File: config.mk
export PLATFORM = sky130hd
export DESIGN_NAME = motion_cntrl_par
export DESIGN_NICKNAME = d
export VERILOG_FILES = /design/src/rtl/motion_cntrl_par.sv
export SDC_FILE = /design/constraint.sdc
export NUM_CORES = 1
export LEC_CHECK = 0
export BUFFER_PORTS_ARGS = -buffer_cell sky130_fd_sc_hd__buf_2
export CORE_MARGIN = 8
export CORE_UTILIZATION = 35
export CTS_CLUSTER_SIZE = 8
export DETAILED_ROUTE_END_ITERATION = 8
export PLACE_DENSITY_LB_ADDON = 0.12
export SETUP_SLACK_MARGIN = 0.15
export SLEW_MARGIN = 0
export SYNTH_ARGS = -nofsm -noshare
export SYNTH_HDL_FRONTEND = slang
export SYNTH_SLANG_ARGS = --single-unit
File: constraint.sdc
create_clock -name clk -period 13.15 [get_ports clk]
set_input_delay 0.6575 -clock clk [delete_from_list [all_inputs] [get_ports clk]]
set_output_delay 0.6575 -clock clk [all_outputs]
set_load 0.01 [all_outputs]
File: src/rtl/motion_cntrl_par.sv
// Line-follower motion controller: scans IR sensor pairs through an external A2D,
// forms a weighted position error and drives PI-corrected left/right motor commands.

module motion_cntrl_par #(
    parameter int          NUM_PAIRS  = 3,
    parameter int          SETTLE_CYC = 4096,
    parameter int          GAP_CYC    = 32,
    parameter int          INT_DEC    = 4,
    parameter logic [11:0] FWD_MAX    = 12'h700,
    parameter logic [7:0]  IR_DUTY    = 8'h8C
) (
    input  logic                 clk,
    input  logic                 rst_n,
    input  logic                 go,
    input  logic                 cnv_cmplt,
    input  logic [11:0]          A2D_res,
    input  logic [7:0]           Kp,
    input  logic [7:0]           Ki,
    output logic                 strt_cnv,
    output logic [2:0]           chnnl,
    output logic [NUM_PAIRS-1:0] IR_en,
    output logic [7:0]           LEDs,
    output logic [10:0]          lft,
    output logic [10:0]          rht,
    output logic                 loop_done
);

    // state   | meaning
    // IDLE    | waiting for go; loop_done pulses here after LFT
    // SETTLE  | emitter of current pair on, settle timer running
    // CNV_IN  | inner sensor conversion requested, waiting for cnv_cmplt
    // GAP     | pause between inner result and outer conversion
    // CNV_OUT | outer sensor conversion requested, waiting for cnv_cmplt
    // INTG    | decimated integrator and forward-speed update
    // PCALC   | proportional term
    // ICALC   | integral term
    // RHT     | right motor command
    // LFT     | left motor command

    typedef enum logic [3:0] {
        IDLE, SETTLE, CNV_IN, GAP, CNV_OUT, INTG, PCALC, ICALC, RHT, LFT
    } state_t;

    localparam int               TMR_MAX   = (SETTLE_CYC > GAP_CYC) ? SETTLE_CYC : GAP_CYC;
    localparam int               TMR_W     = $clog2(TMR_MAX + 1);
    localparam logic [TMR_W-1:0] SETTLE_LD = TMR_W'(SETTLE_CYC - 1);
    localparam logic [TMR_W-1:0] GAP_LD    = TMR_W'(GAP_CYC - 1);
    localparam logic [1:0]       PAIR_LAST = 2'(NUM_PAIRS - 1);
    localparam logic [3:0]       DEC_LAST  = 4'(INT_DEC - 1);

    state_t             state, state_nxt;
    logic               strt_nxt;
    logic [TMR_W-1:0]   tmr;
    logic [1:0]         pair;
    logic [3:0]         dec_cnt;
    logic [7:0]         pwm_cnt;
    logic               last_pair;
    logic               scan_act;

    logic signed [15:0] accum, samp_sh, accum_in, accum_out;
    logic signed [11:0] error, intgrl, pcomp, icomp, lft_reg, rht_reg;
    logic [11:0]        fwd;
    logic signed [12:0] i_sum;
    logic signed [20:0] err_x, intg_x, kp_x, ki_x, p_prod, i_prod, p_sh, i_sh;
    logic signed [13:0] r_sum, l_sum;

    function automatic logic signed [11:0] sat12(input logic signed [23:0] v);
        if (v > 24'sd2047)
            return 12'sh7FF;
        else if (v < -24'sd2048)
            return 12'sh800;
        else
            return v[11:0];
    endfunction

    assign last_pair = (pair == PAIR_LAST);
    assign scan_act  = (state == SETTLE) || (state == CNV_IN) ||
                       (state == GAP) || (state == CNV_OUT);

    // Outer-pair samples carry more weight so off-centre error grows faster
    assign samp_sh   = {4'b0000, A2D_res} << pair;
    assign accum_in  = accum + samp_sh;
    assign accum_out = accum - samp_sh;

    assign i_sum  = {intgrl[11], intgrl} + {{5{error[11]}}, error[11:4]};
    assign err_x  = {{9{error[11]}}, error};
    assign intg_x = {{9{intgrl[11]}}, intgrl};
    assign kp_x   = {13'b0, Kp};
    assign ki_x   = {13'b0, Ki};
    assign p_prod = err_x * kp_x;
    assign i_prod = intg_x * ki_x;
    assign p_sh   = p_prod >>> 4;
    assign i_sh   = i_prod >>> 4;
    assign r_sum  = {2'b00, fwd} - {{2{pcomp[11]}}, pcomp} - {{2{icomp[11]}}, icomp};
    assign l_sum  = {2'b00, fwd} + {{2{pcomp[11]}}, pcomp} + {{2{icomp[11]}}, icomp};

    always_ff @(posedge clk) begin
        if (!rst_n)
            state <= IDLE;
        else
            state <= state_nxt;
    end

    always_comb begin
        state_nxt = state;
        strt_nxt  = 1'b0;
        case (state)
            IDLE:    if (go) state_nxt = SETTLE;
            SETTLE:  if (tmr == '0) state_nxt = CNV_IN;
            CNV_IN:  if (cnv_cmplt) state_nxt = GAP;
            GAP:     if (tmr == '0) state_nxt = CNV_OUT;
            CNV_OUT: if (cnv_cmplt) state_nxt = last_pair ? INTG : SETTLE;
            INTG:    state_nxt = PCALC;
            PCALC:   state_nxt = ICALC;
            ICALC:   state_nxt = RHT;
            RHT:     state_nxt = LFT;
            LFT:     state_nxt = IDLE;
            default: state_nxt = IDLE;
        endcase
        if (!go)
            state_nxt = IDLE;
        if ((state_nxt == CNV_IN && state != CNV_IN) ||
            (state_nxt == CNV_OUT && state != CNV_OUT))
            strt_nxt = 1'b1;
    end

    always_comb begin
        chnnl = 3'd0;
        IR_en = '0;
        if (state == SETTLE || state == CNV_IN)
            chnnl = {pair, 1'b0};
        else if (state == GAP || state == CNV_OUT)
            chnnl = {pair, 1'b1};
        for (int i = 0; i < NUM_PAIRS; i++)
            IR_en[i] = scan_act && (pair == 2'(i)) && (pwm_cnt < IR_DUTY);
    end

    always_ff @(posedge clk) begin
        if (!rst_n) begin
            strt_cnv  <= 1'b0;
            loop_done <= 1'b0;
            tmr       <= '0;
            pair      <= 2'd0;
            dec_cnt   <= 4'd0;
            pwm_cnt   <= 8'd0;
            accum     <= '0;
            error     <= '0;
            intgrl    <= '0;
            pcomp     <= '0;
            icomp     <= '0;
            fwd       <= '0;
            lft_reg   <= '0;
            rht_reg   <= '0;
        end else begin
            pwm_cnt   <= pwm_cnt + 8'd1;
            strt_cnv  <= strt_nxt;
            loop_done <= go && (state == LFT);

            if (state_nxt == SETTLE && state != SETTLE)
                tmr <= SETTLE_LD;
            else if (state_nxt == GAP && state != GAP)
                tmr <= GAP_LD;
            else if (tmr != '0)
                tmr <= tmr - 1'b1;

            if (!go) begin
                fwd     <= '0;
                intgrl  <= '0;
                lft_reg <= '0;
                rht_reg <= '0;
                accum   <= '0;
                dec_cnt <= 4'd0;
                pair    <= 2'd0;
            end else begin
                case (state)
                    IDLE: begin
                        accum <= '0;
                        pair  <= 2'd0;
                    end
                    CNV_IN:
                        if (cnv_cmplt) accum <= accum_in;
                    CNV_OUT:
                        if (cnv_cmplt) begin
                            accum <= accum_out;
                            if (last_pair)
                                error <= sat12({{8{accum_out[15]}}, accum_out});
                            else
                                pair <= pair + 2'd1;
                        end
                    INTG:
                        if (dec_cnt == DEC_LAST) begin
                            dec_cnt <= 4'd0;
                            intgrl  <= sat12({{11{i_sum[12]}}, i_sum});
                            if (fwd < FWD_MAX)
                                fwd <= fwd + 12'd1;
                        end else begin
                            dec_cnt <= dec_cnt + 4'd1;
                        end
                    PCALC: pcomp   <= sat12({{3{p_sh[20]}}, p_sh});
                    ICALC: icomp   <= sat12({{3{i_sh[20]}}, i_sh});
                    RHT:   rht_reg <= sat12({{10{r_sum[13]}}, r_sum});
                    LFT:   lft_reg <= sat12({{10{l_sum[13]}}, l_sum});
                    default: ;
                endcase
            end
        end
    end

    assign LEDs = error[11:4];
    assign lft  = lft_reg[11:1];
    assign rht  = rht_reg[11:1];

endmodule

==> flow_summary.toml, run 1 <==
[worst_setup_path]
crit_fanout = 15
cp.depth = 16
reg2regPathDepth = 16
required_ns = 13.44
worst_setup_path_start_kind = "flop"
cp_slowest_cell = "dfxtp_1"
path_cells = "nand2_1 > fa_1 > inv_1 > fa_1 > fa_1 > fa_1 > ha_1 > a21o_1 > a2111o_1 > a21o_1 > a31oi_1 > a21oi_1 > xnor2_1 > nand2_1 > o21ai_1 > a21oi_1"
path_class = "flop to flop"
crit_family = "adder cells"
r2r-start = "error[11]"
cp-end-kind = "flop"
path_buf_inv = 1
crit_arrival_ns = 6.34
critPathLaunch = "error[11]"
crit_top_cell = "fa_1"
slowest_delay_ns = 0.78

[sta]
tightest_slew_ns = 1.10
final_max_slew_viol_count = 0
fin_skew_ns = 0.00931
fmaxAchievable_ghz = 0.165
slew_headroom_pct = 26.9
setup-tns-final_ns = 0
fin_crit_ns = 6.05
finalSetupViolCount = 0
rsz0062_at_grt = "false"
hold_viol_final = 0
min_period_over_period_pct = 46.0

[layout]
n_antenna_cell = 0
final_cell_mix = "297 x inv_1, 203 x nand2_1, 184 x fa_1"
final_nets = 2405
layout.cells.non_filler = 2657
n_fill_cell = 4878
final_common_cell = "inv_1"
regMostFlops = "accum"
syn_to_final_growth_pct = 9.00
final_cell_area_um2 = 18200
largest_reg_flops = 16
drive_gt1_share_pct = 7.64
largest_registers = "accum (16), tmr (13)"

[power]
p_switching_uw = 264
combPwrFrac_pct = 9.1
p_leak_nw = 8.73
power_frac_clock_pct = 52.4
seqPwrFrac_pct = 38.5
ir_drop_mv = 0.0643
switching_share_pct = 24.7
intPower_uw = 806
p_per_area_nw_per_um2 = 58.9

[cts]
cts-root-buf = "clkbuf_16"
cts_resized = 0
cts_buffer_depth = 2
cts_max_level = 4
clk_pin_slew_ns = 0.06
clock-sinks = 131
postCtsHoldBufs = 0
cts_setup_buffers = 0
clock_latency_ns = 0.45
cts_made_buffers = 17
cts_tree = "done"

[drt]
drtIter0Drc = 769
via_count = 13400
wirelength_um = 44300
final_antenna_net_count = 0
drc = 0
viasPerCell = 5.04
firstDrtPassIters = 5
wl_per_cell_um = 16.7

[synthesis]
ys_warn_count = 0
syn_avg_cell_area_um2 = 8.24
seq_area_frac_synth_pct = 15.7
ys.flop_type = "dfxtp_1"
netlist_area_um2 = 16700
syn_nets = 2400
synth_cell_types = 80
synth_edf_count = 0
ys_seq_elements = 131
async_flop_share_pct = 0
syn_inst = 2024

[placement]
placedCellCount = 2625
place_area_um2 = 17500
portBuffers = 69
dp_hpwl_um = 35100
place_congestion = 0.846

[global_routing]
grt_max_degree = 38
grt_first_pass_wirelength_um = 72600
grt-ovfl-total = 0
antenna_found_initial = 0
grt_pass1_vias = 13700
track_usage_pct = 16.6

[flow_run]
maxCapViolCount = 0

[worst_hold_path]
worstHoldStart = "pwm_cnt[0]"
hold_depth = 1
hold_class = "flop to flop"

[floorplanning]
initial_core_util_pct = 35.2
die_area_um2 = 54900
pin_count = 70
die_h_um = 234
chipWidth_um = 234
rows = 80
core_area_um2 = 47300

[outcome]
outcome = "finished clean"
## path summary, 6_finish.rpt
path	endpoint	slack, ns
worst min-delay path	pwm_cnt[0]	0.44
worst min register to register	pwm_cnt[0]	0.44
worst max-delay path	pcomp[2]	7.10
worst max register to register	pcomp[2]	7.10
## power groups by stage
stage          sequential, mW  combinational, mW  clock, mW
6_report                0.412             0.0975      0.561
5_1_grt                 0.413              0.109      0.591
4_1_cts                 0.412             0.0981      0.576
3_5_place_dp            0.420             0.0976          0
3_3_place_gp            0.420             0.0961          0
2_1_floorplan           0.418             0.0696          0
## cells in the mapped netlist, types with 14 or more instances
cell	number	area, µm²
a211oi_1	20	150
a21o_1	25	188
a21oi_1	138	691
and2_1	109	682
and3_1	14	87.6
clkbuf_1	79	297
dfxtp_1	131	2620
fa_1	184	3680
ha_1	160	2000
inv_1	297	1110
nand2_1	203	762
nand2b_1	17	106
nand3_1	25	125
nor2_1	116	435
nor3_1	40	200
o21a_1	16	120
o21ai_0	114	571
or2_2	15	93.8
xnor2_1	69	604
xor2_1	39	342
## layer usage
layer | part of all wire (%) | vias to the layer above | wire [µm] | GRT usage (%)
met1 | 49 | 6500 | 21800 | 22.2
met5 | 0 | - | 0 | 0
li1 | - | 6646 | - | -
met4 | 1.4 | 0 | 601 | 4.05
met3 | 3.4 | 35 | 1520 | 2.56
met2 | 46 | 198 | 20400 | 27.6
## cell type report
cell class              count  area, µm²  area share, %
repair buffers             80        428           2.36
inverters                 298       1120           6.16
well taps                 615        769           4.24
multi-input cells        1501      12500           69.1
flip-flops and latches    131       2620           14.4
clock buffers              20        457           2.51
clock inverters            12        228           1.25
## worst register-to-register path, delay by kind of cell (launching register included)
family          cells  cell delay (ns)
buf+inv             1             0.11
compound gates      7             1.78
simple gates        2             0.37
flops               1             0.78
xor+xnor            1             0.23
fa+ha+maj           5             2.62
## cell families after synthesis
group	count (synthesis)	synth area share, %
compound gates	434	16.8
flops	131	15.7
fa+ha+maj	345	34.2
simple gates	596	17.4
mux	18	1.15
buf+inv	392	9.07
xor+xnor	108	5.67
## per-stage QoR
step                      total power [mW]  hold slack (ns)  utilization [%]  setup slack [ns]
after floorplan                      0.488            0.413                -              7.41
after global placement               0.517            0.430             36.9              6.93
after detailed placement             0.518            0.439             36.9              6.85
after CTS                             1.09            0.451             38.4              7.08
after global routing                  1.11            0.461             38.4              6.72
final                                 1.07            0.444             38.4              7.10
No activity file was read; power rests on OpenSTA's default activity.
==> run 2: changes to the inputs <==
==> constraint.sdc (replaced) <==
create_clock -name clk -period 6 [get_ports clk]
set_input_delay 0.3 -clock clk [delete_from_list [all_inputs] [get_ports clk]]
set_output_delay 0.3 -clock clk [all_outputs]
set_load 0.01 [all_outputs]
==> flow_summary.toml, run 2 (synthesized netlist as in run 1, its figures left out) <==
[layout]
largest_reg_flops = 16
drive_gt1_share_pct = 8.63
syn_to_final_growth_pct = 9.16
final_nets = 2415
layout.cells.non_filler = 2667
n_antenna_cell = 0
regMostFlops = "accum"
largest_registers = "accum (16), tmr (13)"
final_cell_mix = "297 x inv_1, 203 x nand2_1, 184 x fa_1"
postLayoutCoreUtil_pct = 38.4
final_common_cell = "inv_1"

[cts]
cts_tree = "done"
clock-sinks = 131
postCtsHoldBufs = 0
cts_max_level = 4
cts_made_buffers = 17
cts_buffer_depth = 2
clock_latency_ns = 0.47
clk_pin_slew_ns = 0.06
cts-root-buf = "clkbuf_16"
cts_setup_buffers = 0

[sta]
holdWs_ns = 0.184
finalSetupViolCount = 0
layout_setup_ws_ns = 0.432
final_max_slew_viol_count = 0
min_period_over_period_pct = 92.8
rsz0062_at_grt = "true"
slew_headroom_pct = 22.5
tightest_slew_ns = 1.16
hold_viol_final = 0
setup-tns-final_ns = 0
fin_crit_ns = 5.57
fin_skew_ns = 0.00946
fmaxAchievable_ghz = 0.180

[worst_setup_path]
required_ns = 6.30
crit_fanout = 11
path_class = "flop to flop"
crit_arrival_ns = 5.87
reg2reg_to = "icomp[6]"
r2r_slack_ns = 0.43
worst_setup_path_start_kind = "flop"
r2r-start = "intgrl[9]"
cp-end-kind = "flop"
reg2regPathDepth = 19

[power]
p_per_area_nw_per_um2 = 123
ir_drop_mv = 0.150
p_leak_nw = 8.75

[worst_hold_path]
worstHoldStart = "go"
hold_end = "state[3]"
hold_class = "input port to flop"
hold_depth = 3

[floorplanning]
core_area_um2 = 47300
die_area_um2 = 54900
chipWidth_um = 234
initial_core_util_pct = 35.2
rows = 80
die_h_um = 234
pin_count = 70

[drt]
viasPerCell = 5.00
drtIter0Drc = 636
firstDrtPassIters = 5
wirelength_um = 44000
final_antenna_net_count = 0
wl_per_cell_um = 16.5
via_count = 13300
drc = 0

[global_routing]
grt_pass1_vias = 13500
antenna_found_initial = 6
grt_max_degree = 38
grt-ovfl-total = 0
grt_first_pass_wirelength_um = 72100
track_usage_pct = 16.6

[placement]
place_congestion = 0.858
dp_hpwl_um = 35600
placedCellCount = 2635
portBuffers = 69
pre_cts_ws_ns = 0.340

[outcome]
outcome = "finished clean"

[flow_run]
maxCapViolCount = 0
run 2: changes by cell type in the layout (fill, tap and decap cells not counted), moves of 3 or more:
cell	delta
dfxtp_1	-7
clkinvlp_4	+3
inv_6	+3
dfxtp_2	+7
buf_4	+10
bufinv_16	-3
run 2: final cells by class:
class | count | area [µm²]
clock buffer | 18 | 439
clock inverter | 14 | 178
fill | 4883 | 29200
inverter | 298 | 1120
multi-input combinational | 1501 | 12600
sequential | 131 | 2630
tap | 615 | 769
timing repair buffer | 90 | 503
run 2: worst max-delay path by stage:
stage / startpoint / endpoint / slack (ns) / cells after the start
after floorplan: error[11] / pcomp[6] / 0.53 / 18
after global routing: intgrl[4] / icomp[4] / 0.11 / 18
after global placement: Ki[5] / icomp[4] / 0.36 / 20
after detailed placement: Ki[5] / icomp[6] / 0.34 / 20
final: intgrl[9] / icomp[6] / 0.43 / 19
after CTS: intgrl[5] / icomp[6] / 0.34 / 19
run 2: power breakdown:
part           internal [mW]  switching, mW
sequential             0.886         0.0165
combinational         0.0767          0.136
clock                  0.667          0.455
run 2: routing by layer:
| layer | vias up | global-route usage (%) | wire length [µm] |
|---|---|---|---|
| met4 | 2 | 4.33 | 652 |
| met1 | 6439 | 22.4 | 21500 |
| li1 | 6667 | - | - |
| met2 | 201 | 27.1 | 20200 |
| met5 | - | 0 | 13 |
| met3 | 37 | 3.07 | 1730 |
run 2: metrics by stage:
step,cell area (µm²),total power [mW]
after floorplan,16700,1.07
after global placement,17600,1.13
after detailed placement,17600,1.13
after CTS,18200,2.27
after global routing,18200,2.33
final,18200,2.24
run 2: worst max-delay path: stages, from the launching register on:
cell and delay [ns]:
dfxtp_1 0.52, nand2_1 0.13, fa_1 0.52, inv_1 0.06, fa_1 0.47, fa_1 0.50, inv_1 0.06, fa_1 0.53
inv_1 0.04, ha_1 0.33, a211o_1 0.33, a211oi_2 0.18, nor3b_1 0.11, a22o_1 0.21, o41a_1 0.32, xor2_1 0.16
or4_4 0.43, o31ai_4 0.17, buf_4 0.23, a221oi_1 0.09
run 2: timing repair:
item / 4_1_cts / 5_1_grt
gates resized for setup: 0 / 10
endpoints found under the setup margin: 0 / 22
endpoints found under the hold margin: 0 / 0
==> run 3: changes to the inputs <==
==> constraint.sdc (replaced) <==
create_clock -name clk -period 5.45 [get_ports clk]
set_input_delay 0.2725 -clock clk [delete_from_list [all_inputs] [get_ports clk]]
set_output_delay 0.2725 -clock clk [all_outputs]
set_load 0.01 [all_outputs]
==> flow_summary.toml, run 3 (synthesized netlist as in run 1, its figures left out) <==
[layout]
largest_registers = "accum (16), tmr (13)"
final_cell_area_um2 = 18900
n_antenna_cell = 0
final_nets = 2482
drive_gt1_share_pct = 13.4
regMostFlops = "accum"
largest_reg_flops = 16
final_common_cell = "inv_1"
final_cell_mix = "294 x inv_1, 197 x nand2_1, 180 x fa_1"
syn_to_final_growth_pct = 13.7
postLayoutCoreUtil_pct = 40.0
layout.cells.non_filler = 2734

[worst_hold_path]
hold_class = "input port to flop"
hold_depth = 3
worstHoldStart = "go"
hold_end = "state[3]"

[placement]
place_congestion = 0.843
dp_hpwl_um = 35500
placedCellCount = 2685
portBuffers = 69
place_area_um2 = 18000
pre_cts_ws_ns = -0.0712

[drt]
drtIter0Drc = 566
firstDrtPassIters = 5
via_count = 13600
viasPerCell = 4.97
wirelength_um = 43800
drc = 0
wl_per_cell_um = 16.0
final_antenna_net_count = 0

[power]
ir_drop_mv = 0.141
p_per_area_nw_per_um2 = 126
finalPower_mw = 2.39
p_leak_nw = 9.12

[flow_run]
maxCapViolCount = 0

[worst_setup_path]
path_class = "flop to flop"
worst_setup_path_start_kind = "flop"
reg2regPathDepth = 20
cp-end-kind = "flop"
r2r_slack_ns = 0.12
required_ns = 5.77
crit_arrival_ns = 5.65
r2r-start = "intgrl[5]"
crit_fanout = 5
reg2reg_to = "icomp[9]"

[floorplanning]
chipWidth_um = 234
die_h_um = 234
pin_count = 70
core_area_um2 = 47300
rows = 80
die_area_um2 = 54900
initial_core_util_pct = 35.2

[sta]
layout_setup_ws_ns = 0.118
final_max_slew_viol_count = 0
min_period_over_period_pct = 97.8
tightest_slew_ns = 1.04
fin_crit_ns = 5.33
slew_headroom_pct = 30.2
hold_viol_final = 0
rsz0062_at_grt = "true"
setup-tns-final_ns = 0
fin_skew_ns = 0.0117
fmaxAchievable_ghz = 0.188
holdWs_ns = 0.143
finalSetupViolCount = 0

[global_routing]
antenna_found_initial = 2
grt-ovfl-total = 0
grt_max_degree = 38
track_usage_pct = 16.6
grt_first_pass_wirelength_um = 72900
grt_pass1_vias = 13900

[cts]
clock_latency_ns = 0.48
clk_pin_slew_ns = 0.06
cts_buffer_depth = 2
cts_max_level = 4
clock-sinks = 131
cts_tree = "done"
postCtsHoldBufs = 0
cts_made_buffers = 17
cts-root-buf = "clkbuf_16"

[outcome]
outcome = "finished clean"
-- run 3: cell count changes in the layout (fill, tap and decap cells not counted), sizes merged --
cell      change
inv           +6
clkinv        -3
buf          +66
clkinvlp      -1
clkbuf        +1
bufinv        -2
-- run 3: layout make-up --
| cell class | count | area (µm²) |
|---|---|---|
| Clock inverter | 14 | 143 |
| Tap cell | 615 | 769 |
| Multi-Input combinational cell | 1501 | 12700 |
| Sequential cell | 131 | 2680 |
| Inverter | 298 | 1120 |
| Fill cell | 4877 | 28400 |
| Clock buffer | 18 | 429 |
| Timing Repair Buffer | 157 | 1090 |
-- run 3: worst max-delay path by stage --
stage | startpoint | endpoint | slack (ns) | cells after the start
finish | intgrl[5] | icomp[9] | 0.12 | 20
global placement | Ki[5] | icomp[4] | -0.02 | 20
floorplan | intgrl[11] | icomp[5] | 0.15 | 21
detailed placement | Ki[5] | icomp[6] | -0.07 | 20
CTS | intgrl[5] | icomp[4] | 0.10 | 21
global route | intgrl[5] | icomp[5] | -0.10 | 20
-- run 3: what timing repair did --
action	4_1_cts	5_1_grt
resized for setup	25	54
pin swaps	4	12
gates cloned	1	1
buffers inserted	7	8
endpoints found under the setup margin	22	23
-- run 3: metal layers --
layer	track usage (%)	routed length (µm)
met5	0	0
met4	4.37	660
met3	3.17	1440
met2	26.9	19900
met1	22.6	21800
-- run 3: where the power goes --
group	switching (mW)	internal, mW	total [mW]
Combinational	0.151	0.0893	0.240
Sequential	0.0185	0.969	0.988
Clock	0.521	0.640	1.16
Total	0.690	1.70	2.39
-- run 3: worst max-delay path, cell delays in order (launching register included) --
cell and delay [ns]:
dfxtp_4 0.36, nand2_2 0.06, fa_1 0.54, inv_1 0.06, fa_1 0.46, fa_1 0.56, inv_2 0.04, fa_1 0.47
inv_1 0.04, ha_1 0.29, a211o_1 0.32, a211oi_2 0.21, nor3b_2 0.10, a22o_1 0.22, o41a_1 0.32, xor2_1 0.16
or4_4 0.43, o31ai_4 0.19, buf_4 0.17, buf_16 0.11, a221oi_2 0.05
